[config.mk]
export PLATFORM = sky130hd
export DESIGN_NAME = m68k_bus_sequencer
export DESIGN_NICKNAME = d
export VERILOG_FILES = /design/src/rtl/m68k_bus_sequencer.sv
export SDC_FILE = /design/constraint.sdc
export NUM_CORES = 1
export LEC_CHECK = 0
export BUFFER_PORTS_ARGS = -buffer_cell sky130_fd_sc_hd__buf_2
export CAP_MARGIN = 25
export CORE_MARGIN = 4
export CORE_UTILIZATION = 45
export CTS_BUF_LIST = sky130_fd_sc_hd__clkbuf_8
export CTS_CLUSTER_SIZE = 25
export DETAILED_ROUTE_END_ITERATION = 8
export PLACE_DENSITY = 0.7
export SETUP_SLACK_MARGIN = 0.05
export SYNTH_ARGS = -nofsm -noshare
export SYNTH_HDL_FRONTEND = slang
export SYNTH_SLANG_ARGS = --single-unit
[constraint.sdc]
create_clock -name CLK -period 2.35 [get_ports CLK]
set_input_delay 0.1175 -clock CLK [delete_from_list [all_inputs] [get_ports CLK]]
set_output_delay 0.1175 -clock CLK [all_outputs]
set_load 0.02 [all_outputs]
[src/rtl/m68k_bus_sequencer.sv]
// 68000 bus-cycle sequencer: region decode, SDRAM req/ack, ROM/IO wait states, nDTACK and timeout.
// nDTACK low 2 CLK after a LOCAL start, 1 CLK after ACK; REQ held until ACK or timeout.
module m68k_bus_sequencer #(
   parameter int ROM_WAIT = 1,
   parameter int IO_WAIT  = 0,
   parameter int TIMEOUT  = 255
) (
   input  logic        CLK,
   input  logic        RESET,
   input  logic        CLK_EN_68K_P,
   input  logic        nAS,
   input  logic        nUDS,
   input  logic        nLDS,
   input  logic        M68K_RW,
   input  logic [22:0] M68K_ADDR,
   input  logic        ROMWAIT_EN,
   output logic        SDRAM_REQ,
   input  logic        SDRAM_ACK,
   output logic [22:0] SDRAM_ADDR,
   output logic        SDRAM_WE,
   output logic [1:0]  SDRAM_BE,
   output logic        nDTACK,
   output logic        BUS_ERR
);
   typedef enum logic [1:0] {S_IDLE, S_MEM_WAIT, S_WAITST, S_ASSERT} state_t;

   state_t      r_state, w_state_nxt;
   logic        r_req, w_req_nxt;
   logic        r_dtack_n, w_dtack_n_nxt;
   logic        r_bus_err, w_bus_err_nxt;
   logic        r_abort, w_abort_nxt;
   logic [7:0]  r_cnt, w_cnt_nxt;
   logic [22:0] r_addr;
   logic        r_we;
   logic [1:0]  r_be;
   logic        w_latch, w_start, w_sdram, w_rom, w_aborted;

   // Address bit 22 of the word address is byte-address bit 23.
   assign w_sdram   = M68K_ADDR[22:19] inside {4'h0, 4'h1, 4'h2, 4'hC};
   assign w_rom     = r_addr[22:19] inside {4'h0, 4'h2, 4'hC};
   assign w_start   = !nAS && (!nUDS || !nLDS);
   assign w_aborted = r_abort || nAS;

   always_ff @(posedge CLK) begin
      if (RESET) begin
         r_state   <= S_IDLE;
         r_req     <= 1'b0;
         r_dtack_n <= 1'b1;
         r_bus_err <= 1'b0;
         r_abort   <= 1'b0;
         r_cnt     <= 8'd0;
         r_addr    <= 23'd0;
         r_we      <= 1'b0;
         r_be      <= 2'b00;
      end else begin
         r_state   <= w_state_nxt;
         r_req     <= w_req_nxt;
         r_dtack_n <= w_dtack_n_nxt;
         r_bus_err <= w_bus_err_nxt;
         r_abort   <= w_abort_nxt;
         r_cnt     <= w_cnt_nxt;
         if (w_latch) begin
            r_addr <= M68K_ADDR;
            r_we   <= ~M68K_RW;
            r_be   <= {~nUDS, ~nLDS};
         end
      end
   end

   always_comb begin
      w_state_nxt   = r_state;
      w_req_nxt     = r_req;
      w_dtack_n_nxt = r_dtack_n;
      w_bus_err_nxt = 1'b0;
      w_abort_nxt   = r_abort;
      w_cnt_nxt     = r_cnt;
      w_latch       = 1'b0;
      case (r_state)
         S_IDLE: begin
            w_dtack_n_nxt = 1'b1;
            w_abort_nxt   = 1'b0;
            if (w_start) begin
               w_latch = 1'b1;
               if (w_sdram) begin
                  w_state_nxt = S_MEM_WAIT;
                  w_req_nxt   = 1'b1;
                  w_cnt_nxt   = 8'd0;
               end else begin
                  w_state_nxt = S_WAITST;
                  w_cnt_nxt   = 8'(IO_WAIT);
               end
            end
         end
         S_MEM_WAIT: begin
            w_abort_nxt = w_aborted;
            if (SDRAM_ACK) begin
               w_req_nxt = 1'b0;
               w_cnt_nxt = 8'd0;
               if (w_aborted)
                  w_state_nxt = S_IDLE;
               else if (w_rom && ROMWAIT_EN && ROM_WAIT != 0) begin
                  w_state_nxt = S_WAITST;
                  w_cnt_nxt   = 8'(ROM_WAIT);
               end else
                  // No wait states owed: go straight to ASSERT so DTACK follows ACK by one CLK.
                  w_state_nxt = S_ASSERT;
            end else if (CLK_EN_68K_P) begin
               if (r_cnt == 8'(TIMEOUT - 1)) begin
                  w_req_nxt     = 1'b0;
                  w_bus_err_nxt = 1'b1;
                  w_cnt_nxt     = 8'd0;
                  if (w_aborted)
                     w_state_nxt = S_IDLE;
                  else begin
                     w_state_nxt   = S_ASSERT;
                     w_dtack_n_nxt = 1'b0;
                  end
               end else
                  w_cnt_nxt = r_cnt + 8'd1;
            end
         end
         S_WAITST: begin
            if (nAS)
               w_state_nxt = S_IDLE;
            else if (r_cnt == 8'd0)
               w_state_nxt = S_ASSERT;
            else if (CLK_EN_68K_P) begin
               w_cnt_nxt = r_cnt - 8'd1;
               if (r_cnt == 8'd1)
                  w_state_nxt = S_ASSERT;
            end
         end
         S_ASSERT: begin
            if (nAS) begin
               w_dtack_n_nxt = 1'b1;
               w_state_nxt   = S_IDLE;
            end else
               w_dtack_n_nxt = 1'b0;
         end
         default: w_state_nxt = S_IDLE;
      endcase
   end

   assign SDRAM_REQ  = r_req;
   assign SDRAM_ADDR = r_addr;
   assign SDRAM_WE   = r_we;
   assign SDRAM_BE   = r_be;
   assign nDTACK     = r_dtack_n;
   assign BUS_ERR    = r_bus_err;
endmodule

**Word level (Yosys, flattened, before mapping)**

Cells that the tools add are included.

- Register bits: 40
- Input bits: 32
- Output and inout bits: 29
- Logic and storage cells: 101

- Add/subtract/negate cells: 2
- Eq/ne operators: 24
- Muxes and demuxes: 40
- Bitwise logic cells: 5
- Reductions and logical operators: 21

Operators with widths:

| cell | number |
|---|---|
| two-way mux 8 bit | 7 |
| two-way mux 2 bit | 12 |
| one-hot mux 8 bit (3 select lines) | 1 |
| != test 2 bit, second input constant | 10 |
| two-way mux 1 bit | 16 |
| AND reduction 6 bit | 2 |
| AND reduction 5 bit | 2 |
| nonzero test 3 bit | 3 |
| adder 8 x 1 -> 8 bit, second input constant | 1 |
| == test 4 x 2 -> 1 bit, second input constant | 2 |
| == test 4 bit, second input constant | 2 |
| == test 8 x 1 -> 1 bit, second input constant | 1 |
| == test 8 bit, second input constant | 1 |
| zero test 4 bit | 2 |
| zero test 8 bit | 1 |
| != test 4 bit, second input constant | 2 |
| one-hot mux 2 bit (4 select lines) | 1 |
| subtractor 8 x 1 -> 8 bit, second input constant | 1 |
| != test 3 bit, second input constant | 2 |
| NOT 1 bit | 5 |
| == test 2 bit, second input constant | 2 |
| == test 4 x 1 -> 1 bit, second input constant | 1 |
| one-hot mux 1 bit (2 select lines) | 2 |
| nonzero test 4 bit | 1 |
| 8 further kinds | 12 |

**Logic depth before layout (Yosys ltp)**

- Word-level depth: 7
- Depth in mapped cells: 9
- Depth with buffers taken out: 7

**Worst setup path before layout**

OpenSTA, ideal clock, no wires.

- Path kind: flip-flop to flip-flop
- Start point: register r_state[0]
- End point: register r_cnt[7]
- Setup time: 117 ps
- Data arrival time: 1721 ps
- Data required time: 2233 ps
- Setup slack: 512 ps
- Stages on the path, launching flop included: 9
- Path buffers: 1
- Clock period less this slack: 1838 ps
- Cells stage by stage: dfxtp_1 inv_1 ha_1 buf_2 nor2b_1 a2111oi_4 a21oi_2 o21bai_1 a22o_1

- Word-level cells in the longest chain between the ends: 3
- Elaborated cells between the ends (all ways): 11
- Classes of those cells: eq/ne: 7; mux: 1; reduce/logical: 3

Ends and longest elaborated chain:

| what | RTL line | source |
|---|---|---|
| start: declaration | 27 | `state_t r_state, w_state_nxt;` |
| start signal: assignment | 56 | `r_state <= w_state_nxt;` |
| == test 2 x 1 -> 1 bit, or another cell as far along | 78 | `case (r_state)` |
| != test 3 bit (no line), or another cell as far along | - |  |
| AND reduction 6 bit (no line) | - |  |
| end signal: assignment | 61 | `r_cnt <= w_cnt_nxt;` |
| end: declaration | 32 | `logic [7:0] r_cnt, w_cnt_nxt;` |

Parallel ways exist; a longest one is shown, timed or not.
A chain may end at the register's enable or synchronous reset.

**Worst setup path after layout**

- Start point: register r_state[1]
- End point: register r_cnt[6]

Same word-level chain as after synthesis.

==> results.rst <==
.. list-table::
   :header-rows: 1

   * - Metric
     - Value
   * - DIE AREA
     - 6000 um^2
   * - Final TNS setup
     - 0 ps
   * - Final clock skew
     - 7.31 ps
   * - Net switching share of the total power
     - 40.2%
   * - Worst-margin pin slew
     - 536 ps
   * - Number of cells produced by synthesis
     - 272
   * - Post-CTS Hold Buffers
     - 1
   * - Violation count after the first detailed-routing iteration
     - 85
   * - Final estimated routing congestion in global placement
     - 0.866
   * - Share of the yosys chip area belonging to registers
     - 36.9%
   * - Total power draw
     - 0.00266 W
   * - Unrepaired setup endpoints after global routing
     - no
   * - Cell count after placement
     - 376
   * - Summed instance area of the synthesized netlist
     - 2170 um^2
   * - Cell-by-cell listing of the critical path
     - inv_1 > ha_1 > nor3b_1 > a2111oi_4 > nand4b_2 > a211oi_1 > a21o_1
   * - Vertical die dimension
     - 77.5 um
   * - Unique cell type count in the Yosys netlist
     - 50
   * - Via count of the first global-routing pass
     - 1972
   * - Antenna diode instance count
     - 0
   * - Number of remaining DRC errors
     - 0
   * - Number of buffers inserted by port buffering
     - 60
   * - Kind of capture point of the worst setup path
     - flip-flop
   * - Synth async-reset ratio
     - 0%
   * - Worst slew margin relative to its limit
     - 64.2%
   * - Fill cell total of the finished layout
     - 446
   * - Number of buffers added by the clock tree synthesis step
     - 5
   * - Number of storage elements in the synthesis netlist
     - 40
   * - Internal cell power
     - 0.00159 W
   * - Ratio of cells with drive above 1 in the final layout
     - 26.3%
   * - Maximum number of pins on one net before global-route repair
     - 24
   * - Part of the total power dissipated in sequential elements
     - 33.5%
   * - Setup-failing EPs final
     - 0
   * - Part of the power in the clock network
     - 21.6%
   * - Power spent charging and discharging nets
     - 0.00107 W
   * - Critical-path maximum fanout
     - 11
   * - Leading register cell type out of synthesis
     - sky130_fd_sc_hd__dfxtp_1
   * - Final standard cell count with taps included and fillers excluded
     - 385
   * - Aggregate global-route resource usage
     - 18.1%
   * - Power density over cell area
     - 1000 nW/um^2
   * - Grt ovf
     - 0
   * - Setup crit start kind
     - flip-flop
   * - Comb pwr share
     - 44.8%
   * - Num Clock Sinks
     - 40
   * - Area delta synth->final
     - 22.0%
   * - Number of enable flip-flop cells after synthesis
     - 0
   * - Warnings, synthesis
     - 0
   * - Final hold viol count
     - 0
   * - Status
     - finished clean
   * - Die width
     - 77.5 um
   * - Mapped Nets
     - 314
   * - Top achievable clock speed
     - 0.481 GHz
   * - Initial core utilization
     - 46.3%
   * - Pleak
     - 1.14 nW
   * - Maximum VDD drop
     - 0.450 mV
   * - Average detailed-routed wire length per instance
     - 13.9 um
   * - Slowest stage delay, CP
     - 380 ps
   * - Period minus WS final
     - 2080 ps
   * - Aggregate routed wire length
     - 5340 um
   * - Post-CTS setup-driven buffer insertion count
     - 0
   * - Total number of H-tree levels
     - 2
   * - Clock edge transition at the registers on the reported setup and hold paths
     - 80 ps
   * - Share of the core filled with cells in the final layout
     - 56.4%
   * - Slowest-stage cell, CP
     - sky130_fd_sc_hd__dfxtp_1
   * - CORE AREA
     - 4690 um^2
   * - Antenna violations before repair
     - 0
   * - Count of antenna-violating nets left after detailed routing
     - 0
   * - Arrival time of the worst setup path
     - 2330 ps
   * - Skew-Pair Late Insertion Delay
     - 300 ps
   * - Deepest clock path buffer count
     - 2
   * - Required time reported for the critical path endpoint
     - 2600 ps
   * - Drt first pass iters
     - 4
   * - Ports placed on the boundary
     - 61
   * - Clk root buf
     - sky130_fd_sc_hd__clkbuf_8
   * - Site Rows
     - 25
   * - Routed vias/inst
     - 5.47
   * - Post-detailed-placement half-perimeter wirelength
     - 4070 um
   * - Class of the worst hold path
     - input pin to flip-flop
   * - CTS tree
     - built
   * - Mean instance size in the synthesized netlist
     - 7.98 um^2
   * - Max-Cap Viols
     - 0
   * - Count of instances resized after the clock tree is built
     - 0
   * - Number of pins exceeding their max-slew limit in the final report
     - 0
   * - Fraction of the cycle the final worst path needs
     - 88.4%
   * - Critical path class
     - flip-flop to flip-flop
   * - Wire length of the first global-routing pass
     - 8870 um
   * - Routed vias
     - 2105
   * - Final net count
     - 372
cell type report:
cell class,count,area (um^2),share of cell area (%)
tap,54,67.6,2.55
sequential,40,801,30.2
clock inverter,3,47.5,1.80
clock buffer,5,68.8,2.60
timing repair buffer,68,363,13.7
multi-input combinational,205,1260,47.7
inverter,10,37.5,1.42
sequential cells by signal, summed over array words and instances, names as in the netlist:
name	flops
SDRAM_ADDR	23
r_cnt	8
SDRAM_BE	2
r_state	2
BUS_ERR	1
SDRAM_REQ	1
SDRAM_WE	1
nDTACK	1
r_abort	1
placed cells by master, fill, tap and decap left out, types with 2 or more instances in the layout:
cell type                  synthesis  layout
sky130_fd_sc_hd__a211oi_1          5       5
sky130_fd_sc_hd__a21o_1            3       3
sky130_fd_sc_hd__a21oi_1          34      34
sky130_fd_sc_hd__a22o_1            2       2
sky130_fd_sc_hd__a22oi_2           2       2
sky130_fd_sc_hd__a31oi_1           8       8
sky130_fd_sc_hd__and2_1            2       2
sky130_fd_sc_hd__buf_2             7      60
sky130_fd_sc_hd__buf_4             0       7
sky130_fd_sc_hd__clkbuf_8          0       5
sky130_fd_sc_hd__clkinv_4          0       2
sky130_fd_sc_hd__dfxtp_1          40      40
sky130_fd_sc_hd__ha_1             10      10
sky130_fd_sc_hd__inv_1            10      10
sky130_fd_sc_hd__mux2i_1           3       3
sky130_fd_sc_hd__nand2_1          59      59
sky130_fd_sc_hd__nand2b_1          3       3
sky130_fd_sc_hd__nand3_1           6       6
sky130_fd_sc_hd__nand4_1           2       2
sky130_fd_sc_hd__nor2_1           17      16
sky130_fd_sc_hd__nor2b_1           3       3
sky130_fd_sc_hd__nor3_1            5       5
sky130_fd_sc_hd__o211ai_1          2       2
sky130_fd_sc_hd__o21ai_0           6       6
sky130_fd_sc_hd__o21bai_1          2       2
sky130_fd_sc_hd__o22a_1            2       2
sky130_fd_sc_hd__o22ai_1           3       3
sky130_fd_sc_hd__o31ai_1           2       2
sky130_fd_sc_hd__or3_1             2       2
critical path: cells and delay by family (launching register included):
| family | cells | cell delay [ps] |
|---|---|---|
| AOI/OAI and AO/OA | 3 | 760 |
| adders and majority gates | 1 | 310 |
| buffers and inverters | 1 | 90 |
| DFF | 1 | 380 |
| and+or+nand+nor | 2 | 500 |
routing by layer:
metal | global-route usage (%) | wire [um] | vias to the layer above
li1 | - | - | 1075
met1 | 24.3 | 2560 | 973
met5 | 0 | 0 | -
met4 | 6.58 | 80 | 0
met3 | 4.41 | 295 | 8
met2 | 28.1 | 2400 | 49
metrics by stage:
| stage | hold slack (ps) | area (um^2) | worst slack [ps] |
|---|---|---|---|
| after floorplan | 213 | 2170 | 512 |
| after global placement | 304 | 2520 | 400 |
| after detailed placement | 301 | 2520 | 322 |
| after CTS | 13.3 | 2650 | 302 |
| after global routing | 14.0 | 2650 | 119 |
| final | 19.8 | 2650 | 271 |
kinds of logic after synthesis:
| family | synth area share, % |
|---|---|
| simple gates | 25.3 |
| compound gates | 24.5 |
| flops | 36.9 |
| buf+inv | 5.07 |
| fa+ha+maj | 5.76 |
| mux | 2.07 |
| xor+xnor | 0.404 |
cells in the mapped netlist, types with 3 or more instances:
| cell type | number | share of area [%] |
|---|---|---|
| sky130_fd_sc_hd__a21o_1 | 3 | 1.0 |
| sky130_fd_sc_hd__clkbuf_1 | 8 | 1.4 |
| sky130_fd_sc_hd__nand2b_1 | 3 | 0.86 |
| sky130_fd_sc_hd__a31oi_1 | 8 | 2.3 |
| sky130_fd_sc_hd__buf_2 | 7 | 1.6 |
| sky130_fd_sc_hd__inv_1 | 10 | 1.7 |
| sky130_fd_sc_hd__nor2b_1 | 3 | 0.86 |
| sky130_fd_sc_hd__ha_1 | 10 | 5.8 |
| sky130_fd_sc_hd__mux2i_1 | 3 | 1.4 |
| sky130_fd_sc_hd__dfxtp_1 | 40 | 37 |
| sky130_fd_sc_hd__nor2_1 | 17 | 2.9 |
| sky130_fd_sc_hd__a21oi_1 | 34 | 7.8 |
| sky130_fd_sc_hd__a211oi_1 | 5 | 1.7 |
| sky130_fd_sc_hd__o21ai_0 | 6 | 1.4 |
| sky130_fd_sc_hd__nand2_1 | 59 | 10 |
| sky130_fd_sc_hd__nor3_1 | 5 | 1.2 |
| sky130_fd_sc_hd__o22ai_1 | 3 | 0.86 |
| sky130_fd_sc_hd__nand3_1 | 6 | 1.4 |
path summary, 6_finish.rpt:
| kind | from | endpoint | slack [ps] | cells past startpoint |
|---|---|---|---|---|
| hold reg to reg | SDRAM_ADDR[14] | SDRAM_ADDR[14] | 450 | 2 |
| setup / recovery | r_state[1] | r_cnt[6] | 270 | 7 |
| setup reg to reg | r_state[1] | r_cnt[6] | 270 | 7 |
| hold / removal | nUDS | SDRAM_BE[1] | 20 | 2 |
power groups by stage:
stage               sequential [W]  clock [W]  combinational [W]
global placement          0.000905          0            0.00116
finish                    0.000892   0.000576            0.00119
detailed placement        0.000908          0            0.00118
CTS                       0.000891   0.000587            0.00119
global route              0.000914   0.000619            0.00130
floorplan                 0.000991          0           0.000786
(Power assumes the default switching activity.)
